**config.mk**
```make
export PLATFORM = sky130hd
export DESIGN_NAME = lm80c_ce_gen
export DESIGN_NICKNAME = d
export VERILOG_FILES = /design/src/rtl/lm80c_ce_pkg.sv /design/src/rtl/lm80c_ce_chan.sv /design/src/rtl/lm80c_ce_gen.sv
export SDC_FILE = /design/constraint.sdc
export NUM_CORES = 1
export LEC_CHECK = 0
export ABC_AREA = 1
export ABC_CLOCK_PERIOD_IN_PS = 3200
export CORE_MARGIN = 3
export CORE_UTILIZATION = 30
export DETAILED_ROUTE_END_ITERATION = 10
export PLACE_DENSITY = 0.54
export SLEW_MARGIN = 0
export SYNTH_ARGS = -nofsm -noshare
export SYNTH_HDL_FRONTEND = slang
export SYNTH_HIERARCHICAL = 1
export SYNTH_SLANG_ARGS = --single-unit
```
**constraint.sdc**
```tcl
create_clock -name clk_vdp -period 3.2 [get_ports clk_vdp]
set_input_delay 0.96 -clock clk_vdp [delete_from_list [all_inputs] [get_ports clk_vdp]]
set_output_delay 0.96 -clock clk_vdp [all_outputs]
set_load 0.005 [all_outputs]
```
**src/rtl/lm80c_ce_pkg.sv**
```systemverilog
`default_nettype none
// ============================================================================
// lm80c_ce_pkg : shared constants and channel config type for the CE generator
// Revision 1.0
// ============================================================================
package lm80c_ce_pkg;

    localparam int MAX_CH = 8;
    localparam int CH_W   = 3;
    localparam int CFG_W  = 8;

    localparam logic [CFG_W-1:0] DIV_PIXEL = 8'd2;
    localparam logic [CFG_W-1:0] DIV_VDP   = 8'd4;

    typedef struct packed {
        logic [CFG_W-1:0] div;
        logic [CFG_W-1:0] phase;
    } ce_cfg_t;

endpackage
`default_nettype wire

```
**src/rtl/lm80c_ce_chan.sv**
```systemverilog
`default_nettype none
// ============================================================================
// lm80c_ce_chan : one clock-enable channel (counter, active/shadow pair, CE reg)
// Revision 1.0
// ============================================================================
module lm80c_ce_chan
    import lm80c_ce_pkg::*;
#(
    parameter int               DIV_W     = CFG_W,
    parameter logic [DIV_W-1:0] DEF_DIV   = DIV_PIXEL,
    parameter logic [DIV_W-1:0] DEF_PHASE = '0
) (
    input  logic             clk_vdp,
    input  logic             reset,
    input  logic             wr_i,
    input  logic [DIV_W-1:0] wr_div_i,
    input  logic [DIV_W-1:0] wr_phase_i,
    input  logic             resync_i,
    output logic             ce_o,
    output logic             pending_o
);

    localparam logic [DIV_W-1:0] ONE = DIV_W'(1);

    function automatic logic [DIV_W-1:0] clamp_phase(input logic [DIV_W-1:0] d,
                                                     input logic [DIV_W-1:0] p);
        if ((d != '0) && (p >= d)) begin
            return d - ONE;
        end
        return p;
    endfunction

    localparam logic [DIV_W-1:0] DEF_PHASE_CL = clamp_phase(DEF_DIV, DEF_PHASE);

    logic [DIV_W-1:0] div_q, div_d;
    logic [DIV_W-1:0] phase_q, phase_d;
    logic [DIV_W-1:0] sdiv_q, sdiv_d;
    logic [DIV_W-1:0] sphase_q, sphase_d;
    logic [DIV_W-1:0] cnt_q, cnt_d;
    logic             pend_q, pend_d;
    logic             ce_q, ce_d;

    logic [DIV_W-1:0] ld_div;
    logic [DIV_W-1:0] ld_phase;
    logic             ld_avail;
    logic             off;
    logic             wrap;

    always_comb begin
        // A write in the same cycle as a load point is taken directly
        ld_div   = wr_i ? wr_div_i   : sdiv_q;
        ld_phase = wr_i ? wr_phase_i : sphase_q;
        ld_avail = wr_i | pend_q;
        off      = (div_q == '0);
        wrap     = !off && (cnt_q == (div_q - ONE));

        div_d    = div_q;
        phase_d  = phase_q;
        sdiv_d   = ld_div;
        sphase_d = ld_phase;
        pend_d   = ld_avail;
        cnt_d    = (off || wrap) ? '0 : (cnt_q + ONE);
        ce_d     = !resync_i && !off && (cnt_q == phase_q);

        if (resync_i || (ld_avail && (off || wrap))) begin
            cnt_d  = '0;
            pend_d = 1'b0;
            if (ld_avail) begin
                div_d   = ld_div;
                phase_d = clamp_phase(ld_div, ld_phase);
            end
        end
    end

    always_ff @(posedge clk_vdp or posedge reset) begin
        if (reset) begin
            div_q    <= DEF_DIV;
            phase_q  <= DEF_PHASE_CL;
            sdiv_q   <= DEF_DIV;
            sphase_q <= DEF_PHASE;
            cnt_q    <= '0;
            pend_q   <= 1'b0;
            ce_q     <= 1'b0;
        end else begin
            div_q    <= div_d;
            phase_q  <= phase_d;
            sdiv_q   <= sdiv_d;
            sphase_q <= sphase_d;
            cnt_q    <= cnt_d;
            pend_q   <= pend_d;
            ce_q     <= ce_d;
        end
    end

    assign ce_o      = ce_q;
    assign pending_o = pend_q;

endmodule
`default_nettype wire

```
**src/rtl/lm80c_ce_gen.sv**
```systemverilog
`default_nettype none
// ============================================================================
// lm80c_ce_gen : multi-channel programmable clock-enable generator (VDP domain)
// Revision 1.0
// ============================================================================
module lm80c_ce_gen
    import lm80c_ce_pkg::*;
#(
    parameter int                      NUM_CH    = 4,
    parameter int                      DIV_W     = CFG_W,
    parameter logic [NUM_CH*DIV_W-1:0] DEF_DIV   = {DIV_VDP, DIV_VDP, DIV_PIXEL, DIV_PIXEL},
    parameter logic [NUM_CH*DIV_W-1:0] DEF_PHASE = '0
) (
    input  logic              clk_vdp,
    input  logic              reset,
    input  logic              cfg_wr,
    input  logic [CH_W-1:0]   cfg_ch,
    input  logic [DIV_W-1:0]  cfg_div,
    input  logic [DIV_W-1:0]  cfg_phase,
    output logic              cfg_ack,
    input  logic              resync,
    output logic [NUM_CH-1:0] ce,
    output logic [NUM_CH-1:0] pending
);

    logic cfg_ack_q, cfg_ack_d;
    logic ch_in_range;

    // Extra bit so NUM_CH == MAX_CH does not wrap the bound to zero
    assign ch_in_range = ({1'b0, cfg_ch} < (CH_W+1)'(NUM_CH));

    always_comb begin
        cfg_ack_d = cfg_wr && ch_in_range;
    end

    always_ff @(posedge clk_vdp or posedge reset) begin
        if (reset) begin
            cfg_ack_q <= 1'b0;
        end else begin
            cfg_ack_q <= cfg_ack_d;
        end
    end

    assign cfg_ack = cfg_ack_q;

    generate
        for (genvar i = 0; i < NUM_CH; i++) begin : g_chan
            logic wr_sel;
            assign wr_sel = cfg_wr && (cfg_ch == CH_W'(i));

            lm80c_ce_chan #(
                .DIV_W     (DIV_W),
                .DEF_DIV   (DEF_DIV[i*DIV_W +: DIV_W]),
                .DEF_PHASE (DEF_PHASE[i*DIV_W +: DIV_W])
            ) u_chan (
                .clk_vdp    (clk_vdp),
                .reset      (reset),
                .wr_i       (wr_sel),
                .wr_div_i   (cfg_div),
                .wr_phase_i (cfg_phase),
                .resync_i   (resync),
                .ce_o       (ce[i]),
                .pending_o  (pending[i])
            );
        end
    endgenerate

endmodule
`default_nettype wire

```
# Word level (Yosys, flattened, before mapping)
# Index checks and enable logic that the tools add are counted.
[op_classes] addsub=12 order_cmp=5 n_eq_ne=11 mux=40 n_bitwise=4 reduce_logical=51
[op_table] operator="8-bit 2-to-1 mux" count=24
[op_table] operator="8-bit == test" count=8
[op_table] operator="8-bit by 1-bit subtractor with 8-bit output, second input constant" count=8
[op_table] operator="8-bit by 1-bit adder with 8-bit output, second input constant" count=4
[op_table] operator="8-bit greater-or-equal comparator" count=4
[op_table] operator="8-bit zero test" count=4
[op_table] operator="8-bit nonzero test" count=4
[op_table] operator="1-bit logical AND" count=25
[op_table] operator="1-bit 2-to-1 mux" count=16
[op_table] operator="1-bit logical OR" count=8
[op_table] operator="2-bit AND reduction" count=4
[op_table] operator="3-bit by 2-bit == test with 1-bit output, second input constant" count=2
[op_table] operator="1-bit zero test" count=5
[op_table] operator="1-bit bitwise OR" count=4
[op_table] operator="3-bit by 1-bit == test with 1-bit output, second input constant" count=1
[op_table] operator="3-bit zero test" count=1
[op_table] operator="3-bit less-than comparator, second input constant" count=1
[word_totals] register_bits=169 word_cells=152

# Logic depth before layout (Yosys ltp)
[logic_depth] ltp_word=9 ltp_mapped=21

# Cells and area by module
# Netlist, hierarchy kept.
[modules_own_cells] mod="lm80c_ce_chan (g_chan[0].u_chan ...)" instances=3 cells_each=364 area_per_inst_um2=2618.8 seq_area_each_um2=1053.5
[modules_own_cells] mod="lm80c_ce_chan (g_chan[3].u_chan)" instances=1 cells_each=364 area_per_inst_um2=2620.0 seq_area_each_um2=1053.5
[modules_own_cells] mod="lm80c_ce_gen" instances=1 cells_each=15 area_per_inst_um2=80.1 seq_area_each_um2=25.0

# Worst setup path after synthesis
# Ideal clock, no wire load.
[synth_path] path_type="input port to flip-flop" start="input cfg_ch[2]" end="register g_chan[0].u_chan.phase_q[0]" arrival_ps=2897 slack_ps=186 path_stages=20 path_buffers=2 path_cell_list="inv_1 > nand2_2 > nor2_1 > inv_1 > buf_2 > or2_2 > o21ai_0 > ha_1 > inv_1 > nand2_1 > nand2_1 > nand2_1 > nand2_1 > nand2_1 > nand3_1 > nand2_2 > buf_6 > o21ai_0 > nand3_1 > nand2_1"
[synth_via] elab_chain_cells=9
[synth_lines] item="start, declared" line_no="lm80c_ce_gen.sv:17" source="input logic [CH_W-1:0] cfg_ch,"
[synth_lines] item="3-bit zero test *" line_no="lm80c_ce_gen.sv:49" source="assign wr_sel = cfg_wr && (cfg_ch == CH_W'(i));"
[synth_lines] item="1-bit logical AND *" line_no="lm80c_ce_gen.sv:49"
[synth_lines] item="named net g_chan[0].wr_sel" line_no="lm80c_ce_gen.sv:48" source="logic wr_sel;"
[synth_lines] item="8-bit 2-to-1 mux (on tied branches)" line_no="lm80c_ce_chan.sv:52, lm80c_ce_chan.sv:51"
[synth_lines] item="8-bit greater-or-equal comparator or 8-bit nonzero test (tied branches)" line_no="lm80c_ce_chan.sv:27" source="if ((d != '0) && (p >= d)) begin"
[synth_lines] item="1-bit logical AND" line_no="lm80c_ce_chan.sv:27"
[synth_lines] item="1-bit 2-to-1 mux" line_no="lm80c_ce_chan.sv:27"
[synth_lines] item="1-bit 2-to-1 mux" line_no="lm80c_ce_chan.sv:68" source="if (ld_avail) begin"
[synth_lines] item="1-bit 2-to-1 mux" line_no="lm80c_ce_chan.sv:65" source="if (resync_i || (ld_avail && (off || wrap))) begin"
[synth_lines] item="8-bit 2-to-1 mux" line_no="lm80c_ce_chan.sv:30" source="return p;"
[synth_lines] item="end signal, assigned" line_no="lm80c_ce_chan.sv:86" source="phase_q <= phase_d;"
[synth_lines] item="end, declared" line_no="lm80c_ce_chan.sv:36" source="logic [DIV_W-1:0] phase_q, phase_d;"
# Mark *: on every way through the listed nets, which the timed path passes. The rest lies on a longest branch. The select of a mux whose other input is x is not followed.
# A chain may end at the register's enable or synchronous reset.

# Final worst setup path
[layout_path] start="input cfg_ch[2]" end="register g_chan[2].u_chan.phase_q[3]"
[layout_via] elab_chain_cells=9
[layout_lines] item="3-bit by 2-bit == test with 1-bit output *" line_no="lm80c_ce_gen.sv:49"
[layout_lines] item="1-bit logical AND *" line_no="lm80c_ce_gen.sv:49"
[layout_lines] item="named net g_chan[2].wr_sel" line_no="lm80c_ce_gen.sv:48"
[layout_lines] item="8-bit 2-to-1 mux (on tied branches)" line_no="lm80c_ce_chan.sv:52, lm80c_ce_chan.sv:51"
[layout_lines] item="8-bit greater-or-equal comparator or 8-bit nonzero test (tied branches)" line_no="lm80c_ce_chan.sv:27"
[layout_lines] item="1-bit logical AND" line_no="lm80c_ce_chan.sv:27"
[layout_lines] item="1-bit 2-to-1 mux" line_no="lm80c_ce_chan.sv:27"
[layout_lines] item="1-bit 2-to-1 mux" line_no="lm80c_ce_chan.sv:68"
[layout_lines] item="1-bit 2-to-1 mux" line_no="lm80c_ce_chan.sv:65"
[layout_lines] item="8-bit 2-to-1 mux" line_no="lm80c_ce_chan.sv:30"
[layout_lines] item="end signal, assigned" line_no="lm80c_ce_chan.sv:86"
[layout_lines] item="end, declared" line_no="lm80c_ce_chan.sv:36"
# Marked as above.

==> out/results.tsv <==
metric	value	unit
status	finished clean	
portBuffers	31	
antenna_found_initial	0	
holdWs	473	ps
max_freq	324	MHz
finalHoldViolCount	0	
synth_edf_count	0	
p_leak	7.03	nW
whs_path_depth	2	
remaining_drc_errors	0	
maxCapViolCount	0	
rsz0062_at_grt	yes	
synth.most_common_cell	nand2_1	
ff2ff_path_depth	15	
r2r-start	g_chan[3].u_chan/div_q[0]	
period_minus_slack	3090	ps
min_to	g_chan[3].u_chan/phase_q[3]	
io_pins	32	
cts_max_level	4	
gr-total-overflow	0	
syn_area	10600	sq um
path_class	input port to flop	
core	34600	sq um
layout-drive-gt1-share	0.164	
cts_buffers	17	
vdd_drop_max	0.373	mV
worst_pin_slew	663	ps
slew_viol_final	0	
clk_pin_slew	70	ps
power.density	724	nW/um^2
wl_per_cell	13.3	um
crit_path_start_kind	input port	
r2r-end	g_chan[3].u_chan/phase_q[6]	
clock_sinks	169	
required	3540	ps
endpoint_kind	flop	
grt_pass1_vias	9389	
vias_per_cell	4.56	
synth_top_area_share	0.382	
die_x	194	um
async_reset_ff_frac	1.00	
worstPathArrival	3420	ps
ys_seq_area_frac	0.402	
min_from	g_chan[3].u_chan/phase_q[3]	
dp_cells	2086	
stdcell_count	2124	
syn_inst	1471	
setup_viol	0	
finalNetCount	1731	
dp_hpwl	21500	um
yosysTopAreaCell	dfrtp_1	
regToRegSetupSlack	840	ps
ys_seq_elements	169	
vias	9677	
synthTopCellsByCount	nand2_1, inv_1, dfrtp_1	
slew_headroom	0.555	
place_congestion	0.871	
wl	28300	um
num_antenna_cells	0	
synth_nets	1546	
dp_worst_setup_slack	-445	ps
worstSkewPairLatency	440	ps
holdCritPathClass	flop to flop	
drt_iter0_markers	517	
track_usage	0.154	
avgSynthCellArea	7.18	sq um
cts_hold_buf	0	
grt_pass1_wl	47300	um
initial_utilization	0.305	
dieArea	37500	sq um
clockBufferDepth	2	
synth_area_leaders	dfrtp_1, nand2_1, inv_1, nand3_1, ha_1	
grt_max_degree	43	
critPathMaxFanout	13	
cts_tree	built	
area_growth	26.7	%
finClkSkew	12.0	ps
yosys_warnings	6	
fp.dieH	194	um
ant_nets	0	
yosysUniqueCellTypes	30	
ys.flop_type	dfrtp_1	
firstDrtPassIters	5	
setup_tns	0	ps
layout_setup_ws	112	ps
clock-root-buffer	clkbuf_16	
rows	68	
timing.final.crit_share	0.965	
through the flow:
step           power, mW   util  instance area [sq um]
6_report            9.68  0.386                  13400
5_1_grt             10.6  0.386                  13400
4_1_cts             9.65  0.380                  13200
3_5_place_dp        7.36  0.362                  12500
3_3_place_gp        7.30  0.362                  12500
2_1_floorplan       6.06      -                  10600
worst max-delay path, cell delays in order:
cell and delay, ps:
clkdlybuf4s50_1 410, inv_2 70, nand2_4 80, buf_4 160, nor2_4 180, buf_6 150
buf_12 130, o21ai_1 100, ha_1 290, nand2_1 60, nor2_2 140, nand4_1 160
nand3_4 150, nand2_8 90, nand2_2 80, o21ai_2 50, nand3_1 80, nand2_1 60
sequential cells by signal (all words and copies together) (netlist names):
signal	flops
g_chan.u_chan/phase_q	32
g_chan.u_chan/pending_o	4
g_chan.u_chan/ce_o	4
g_chan.u_chan/cnt_q	32
g_chan.u_chan/sdiv_q	32
g_chan.u_chan/sphase_q	32
cfg_ack	1
g_chan.u_chan/div_q	32
metal layers:
layer	up-vias	GRT usage	share of wire
met2	138	0.247	0.46
li1	4985	-	-
met3	29	0.0207	0.025
met4	0	0.0447	0.016
met5	-	0	0
met1	4525	0.217	0.50
layout make-up:
| class | instances | area (sq um) |
|---|---|---|
| Clock buffer | 22 | 454 |
| Clock inverter | 10 | 169 |
| Fill cell | 3609 | 21300 |
| Inverter | 190 | 716 |
| Multi-Input combinational cell | 1083 | 5570 |
| Sequential cell | 169 | 4240 |
| Tap cell | 455 | 569 |
| Timing Repair Buffer | 195 | 1650 |
cells by family after synthesis:
family,synth area share
flip-flops,0.402
AND/OR/NAND/NOR,0.342
AO/OA/AOI/OAI,0.0589
XOR/XNOR,0.0490
buffers and inverters,0.0870
adder cells (fa/ha/maj),0.0616
cells in the final DEF (no fill, tap or decap), types with 3 or more instances in the layout:
cell / instances
nor3_1: 15
o21ai_1: 13
bufinv_16: 4
o22ai_1: 7
or2_2: 4
o21ai_2: 16
inv_1: 175
clkbuf_16: 17
nand2_2: 19
nor2_1: 131
clkbuf_1: 4
xnor2_1: 25
nand2_4: 5
nand3b_1: 12
dfrtp_1: 161
o211ai_1: 4
inv_2: 7
buf_6: 3
ha_1: 49
o2111ai_1: 5
buf_4: 152
dfstp_2: 8
xor2_1: 34
a221oi_1: 5
nand4_1: 8
o21ai_0: 28
nor2_4: 8
clkdlybuf4s50_1: 30
clkinv_1: 7
o21a_1: 4
a21oi_1: 19
buf_12: 8
clkinvlp_4: 3
nand3_2: 6
nand2_1: 531
nand3_1: 128
power breakdown:
group	total, mW	internal (mW)	switching (mW)
clock network	2.23	1.33	0.895
logic	4.10	1.73	2.37
registers	3.36	2.77	0.587
total	9.68	5.83	3.85
how the worst max path moves through the flow:
stage	from	end	slack (ps)	depth (start not counted)
detailed placement	cfg_wr	g_chan[2].u_chan/phase_q[5]	-440	22
finish	cfg_ch[2]	g_chan[2].u_chan/phase_q[3]	110	18
CTS	cfg_ch[1]	g_chan[3].u_chan/phase_q[7]	7	19
floorplan	cfg_ch[2]	g_chan[0].u_chan/phase_q[0]	190	20
global route	cfg_ch[2]	g_chan[2].u_chan/phase_q[0]	-10	18
global placement	cfg_wr	g_chan[1].u_chan/phase_q[6]	-410	19
repair_timing:
item / CTS / global route
gates resized for setup: 0 / 48
buffers inserted: 0 / 2
setup endpoints to repair: 0 / 32
No activity file was read; power rests on OpenSTA's default activity.
